### src/rtl/fp_pkg.sv
// Shared definitions for the IEEE 754 single-precision operand path.
package fp_pkg;

    localparam int FP_BIAS  = 127;
    localparam int FP_EXP_W = 8;
    localparam int FP_MAN_W = 23;

    localparam logic [31:0]         FP_ZERO        = 32'h0000_0000;
    localparam logic [FP_EXP_W-1:0] FP_INT_MAX_EXP = 8'd158;

    typedef enum logic [1:0] {
        IDLE,
        NORM,
        ROUND,
        DONE
    } fp_state_t;

endpackage

### src/rtl/fp_round_rne.sv
// Round-to-nearest-even of a normalised magnitude (hidden bit dropped) into exp/mantissa.
module fp_round_rne
    import fp_pkg::*;
(
    input  logic [30:0]         mag,
    input  logic [FP_EXP_W-1:0] exp_in,
    output logic [FP_EXP_W-1:0] exp_out,
    output logic [FP_MAN_W-1:0] man_out,
    output logic                inexact
);

    logic [FP_MAN_W-1:0] man_trunc;
    logic                guard;
    logic                sticky;
    logic                round_up;
    logic [FP_MAN_W:0]   man_sum;

    assign man_trunc = mag[30:8];
    assign guard     = mag[7];
    assign sticky    = |mag[6:0];
    assign round_up  = guard & (sticky | man_trunc[0]);
    assign man_sum   = {1'b0, man_trunc} + {{FP_MAN_W{1'b0}}, round_up};

    // A carry out of the mantissa renormalises to 1.0 x 2^(exp+1).
    always_comb begin
        exp_out = exp_in;
        man_out = man_sum[FP_MAN_W-1:0];
        if (man_sum[FP_MAN_W]) begin
            exp_out = exp_in + 8'd1;
            man_out = '0;
        end
    end

    assign inexact = guard | sticky;

endmodule

### src/rtl/int_to_fp_encoder.sv
// Signed 32-bit integer to IEEE 754 single converter; serial normaliser, start/done handshake.
module int_to_fp_encoder
    import fp_pkg::*;
#(
    parameter int BIAS = FP_BIAS
) (
    input  logic        clk,
    input  logic        rst_n,
    input  logic        start,
    input  logic [31:0] int_in,
    output logic        busy,
    output logic        done,
    output logic [31:0] result,
    output logic        inexact
);

    localparam logic [FP_EXP_W-1:0] EXP_TOP = FP_EXP_W'(BIAS + 31);

    fp_state_t           state, state_nxt;
    logic                sign, sign_nxt;
    logic [31:0]         mag, mag_nxt;
    logic [4:0]          shcnt, shcnt_nxt;
    logic [31:0]         result_nxt;
    logic                inexact_nxt;

    logic [FP_EXP_W-1:0] norm_exp;
    logic [FP_EXP_W-1:0] rnd_exp;
    logic [FP_MAN_W-1:0] rnd_man;
    logic                rnd_inexact;

    assign norm_exp = EXP_TOP - {3'b000, shcnt};

    fp_round_rne u_round (
        .mag     (mag[30:0]),
        .exp_in  (norm_exp),
        .exp_out (rnd_exp),
        .man_out (rnd_man),
        .inexact (rnd_inexact)
    );

    always_ff @(posedge clk or negedge rst_n) begin
        if (!rst_n) begin
            state   <= IDLE;
            sign    <= 1'b0;
            mag     <= '0;
            shcnt   <= '0;
            result  <= FP_ZERO;
            inexact <= 1'b0;
        end else begin
            state   <= state_nxt;
            sign    <= sign_nxt;
            mag     <= mag_nxt;
            shcnt   <= shcnt_nxt;
            result  <= result_nxt;
            inexact <= inexact_nxt;
        end
    end

    always_comb begin
        state_nxt   = state;
        sign_nxt    = sign;
        mag_nxt     = mag;
        shcnt_nxt   = shcnt;
        result_nxt  = result;
        inexact_nxt = inexact;
        case (state)
            IDLE: begin
                if (start) begin
                    if (int_in == 32'd0) begin
                        result_nxt  = FP_ZERO;
                        inexact_nxt = 1'b0;
                        state_nxt   = DONE;
                    end else begin
                        // Negating 0x80000000 wraps to itself, which is the correct unsigned magnitude.
                        sign_nxt  = int_in[31];
                        mag_nxt   = int_in[31] ? (~int_in + 32'd1) : int_in;
                        shcnt_nxt = '0;
                        state_nxt = NORM;
                    end
                end
            end
            NORM: begin
                if (mag[31]) begin
                    state_nxt = ROUND;
                end else begin
                    mag_nxt   = {mag[30:0], 1'b0};
                    shcnt_nxt = shcnt + 5'd1;
                end
            end
            ROUND: begin
                result_nxt  = {sign, rnd_exp, rnd_man};
                inexact_nxt = rnd_inexact;
                state_nxt   = DONE;
            end
            DONE: begin
                state_nxt = IDLE;
            end
            default: begin
                state_nxt = IDLE;
            end
        endcase
    end

    assign busy = (state != IDLE);
    assign done = (state == DONE);

endmodule
### config.mk
export PLATFORM = sky130hd
export DESIGN_NAME = int_to_fp_encoder
export DESIGN_NICKNAME = d
export VERILOG_FILES = /design/src/rtl/fp_pkg.sv /design/src/rtl/fp_round_rne.sv /design/src/rtl/int_to_fp_encoder.sv
export SDC_FILE = /design/constraint.sdc
export NUM_CORES = 1
export LEC_CHECK = 0
export ABC_CLOCK_PERIOD_IN_PS = 2900
export BUFFER_PORTS_ARGS = -buffer_cell sky130_fd_sc_hd__buf_2
export CAP_MARGIN = 20
export CORE_MARGIN = 8
export CORE_UTILIZATION = 50
export CTS_CLUSTER_DIAMETER = 40
export CTS_CLUSTER_SIZE = 12
export DETAILED_ROUTE_END_ITERATION = 6
export PLACE_DENSITY = 0.7
export REMOVE_ABC_BUFFERS = 1
export SETUP_SLACK_MARGIN = 0.1
export SLEW_MARGIN = 30
export SYNTH_ARGS = -nofsm -noshare
export SYNTH_HDL_FRONTEND = slang
export SYNTH_SLANG_ARGS = --single-unit
### constraint.sdc
create_clock -name clk -period 2.9 [get_ports clk]
set_clock_uncertainty 0.05 [all_clocks]
set_input_delay 0.29 -clock clk [delete_from_list [all_inputs] [get_ports clk]]
set_output_delay 0.29 -clock clk [all_outputs]
set_load 0.05 [all_outputs]
==> metrics.txt <==
outcome complete, no violations; Syn Inst Count 505; Worst Min Path Start int_in[0]; CP max-delay cell o41ai_1; unrepaired setup endpoints after global routing no; total track usage 0.208; fin crit period 2520 ps; Clock Sinks 73; drc violations 0; worst-skew pair later-pin latency 350 ps; EDFF count, synth 0; post-DR wirelength/cell 18.6 µm; Register-to-Register Path Depth 6; Worst setup SP type primary input; final WL 12.8 mm; Net Switching 0.00257 W; register area share after synthesis 0.404; Die Span Y 111 µm; Slew @ Worst Pin 683 ps; ANT cells 0; endpoints failing hold 0; power per cell area 999 mW/mm²; pin count of the biggest net entering global routing 50; hold depth 2; Critical Path Max Stage Delay 600 ps; Seq pwr share 0.336; Clock Pin Slew Worst Setup and Hold Paths 80 ps; HP Class primary input to register; final net count 622; #FFs+latches synth 73; worst reg2reg endpoint mag[9]$_DFFE_PN0P_; # setup viols final 0; fillers 788; Worst Path Arrival 2660 ps; FMAX 396 MHz; Num CTS Buffers 9; total gr overflow 0; commonest cells after routing, fill and taps aside 73 x dfrtp_1, 69 x buf_2, 60 x nand2_1, 38 x xnor2_1, 31 x o21ai_0; peak fanout along the critical path 16; CP required 3030 ps; synthesized area per cell 8.94 µm²; Slew Viols, Final 0; Max Cap Viol 0; HPWL after DPL 9.67 mm; Starting Density 0.515; share of the synthesized area in the top cell type 0.404; DRT iter0 DRCs 202; vias in the first global route 4203; Pwr Total 0.00523 W; CP cell instances buf_2, inv_1, ha_1, nor4b_1, nand2_1, o41ai_1, nand2_1, nand2_2, a222oi_1; post-CTS setup buffer count 0; core area 0.00876 mm²; worst reg-to-reg setup slack 600 ps; CTS tree done; H-tree depth 3; Setup crit end kind register; combinational power share 0.513; DRT antenna net count 0; reg2reg start state[0]$_DFFE_PN0P_; CP dominant cell by count nand2_1; leading cell type in the layout, fill and taps excluded dfrtp_1; Ys Warns 0; First-pass DRT Iterations 6; CP Class primary input to register; cell area after synthesis 0.00452 mm²; die width 111 µm; Max transition margin 0.545; Async S/R FF share, synth 1.00; Clk Tree Root Cell clkbuf_8; clock power share 0.151; site row count 34; # IOs 70; leading area contributor after synthesis dfrtp_1; I/O Buffers 69; layout cells sized above 1 0.199; Routability Congestion 0.919; Area Growth Syn to Fin 16.0%; Fin Setup TNS 0 ps; main flop type after synthesis dfrtp_1; Leak Pwr 2.26 nW; internal power 0.00266 W; Hold EP mag[0]$_DFFE_PN0P_; via count 4219; first-pass GRT wire length 21.3 mm; CTS Buffer Depth 2; period utilization 0.870; die area 0.0123 mm²; sw frac 0.491; vias per cell 6.11; initial antenna violation count 0; Cell variety after synth 58; Max VDD drop 0.552 mV; Area contributors post-synth dfrtp_1 40%, xnor2_1 7.4%, nand2_1 5.0%
cell type report:
type,count,area (µm²),share of cell area
clock buffers,10,128,0.0244
clock inverters,5,57.6,0.0110
inverters,25,93.8,0.0179
multi-input cells,379,2470,0.472
flip-flops and latches,73,1830,0.349
well taps,108,135,0.0258
repair buffers,91,526,0.100
stage by stage:
| step | area [µm²] | setup slack (ps) | util | hold slack (ps) | std cells |
|---|---|---|---|---|---|
| finish | 5240 | 377 | 0.598 | 147 | 691 |
| global route | 5240 | 158 | 0.598 | 165 | 691 |
| CTS | 5240 | 442 | 0.598 | 136 | 691 |
| detailed placement | 5040 | 100 | 0.575 | 311 | 675 |
| global placement | 5040 | 133 | 0.575 | 307 | 675 |
| floorplan | 4390 | -1140 | - | -55.6 | 477 |
state kept, by name, indices dropped and copies added (netlist names):
register and flops:
sign 1, inexact 1, mag 32, shcnt 5
result 32, state 2
power by group through the flow:
stage / Clock, W / Sequential (W) / Combinational [W]
floorplan: 0 / 0.00218 / 0.00140
global route: 0.000849 / 0.00181 / 0.00290
global placement: 0 / 0.00175 / 0.00264
finish: 0.000792 / 0.00176 / 0.00268
CTS: 0.000806 / 0.00175 / 0.00269
detailed placement: 0 / 0.00177 / 0.00268
routing by layer:
| metal | up-vias | wire length, µm | track usage |
|---|---|---|---|
| li1 | 2000 | - | - |
| met1 | 2049 | 5820 | 0.271 |
| met2 | 151 | 6010 | 0.333 |
| met3 | 19 | 716 | 0.0368 |
| met4 | 0 | 275 | 0.0889 |
| met5 | - | 0 | 0 |
worst max path at each step:
stage | start | to | slack [ps]
global route | int_in[1] | mag[13]$_DFFE_PN0P_ | 160
CTS | int_in[8] | mag[13]$_DFFE_PN0P_ | 440
finish | int_in[1] | mag[13]$_DFFE_PN0P_ | 380
detailed placement | int_in[8] | mag[14]$_DFFE_PN0P_ | 100
floorplan | state[0]$_DFFE_PN0P_ | result[2]$_DFFE_PN0P_ | -1140
global placement | int_in[8] | mag[25]$_DFFE_PN0P_ | 130
synthesized netlist by cell type (all sizes together) (9+ instances only):
cell type / n
a21oi: 27
buf: 9
clkbuf: 19
dfrtp: 73
inv: 25
nand2: 61
nand3: 15
nor2: 26
nor3: 12
o21ai: 31
o22ai: 13
o31ai: 25
o32ai: 9
or3: 10
xnor2: 38
xor2: 16
worst max-delay path, delay by kind of cell:
kind	cells	cell delay, ps
simple gates	4	1180
compound gates	2	780
buf+inv	2	200
fa+ha+maj	1	190
cell families after synthesis:
group | count (synthesis) | share of synthesized area
AO/OA/AOI/OAI | 145 | 0.219
XOR/XNOR | 54 | 0.105
adder cells (fa/ha/maj) | 8 | 0.0222
buffers and inverters | 53 | 0.0496
flip-flops | 73 | 0.404
multiplexers | 5 | 0.0116
AND/OR/NAND/NOR | 167 | 0.188
timing repair:
action | CTS | global route
resized for setup | 0 | 0
hold endpoints to repair | 24 | 0
hold buffers | 1 | 0
Note: power is estimated with default switching activity, not from simulation.
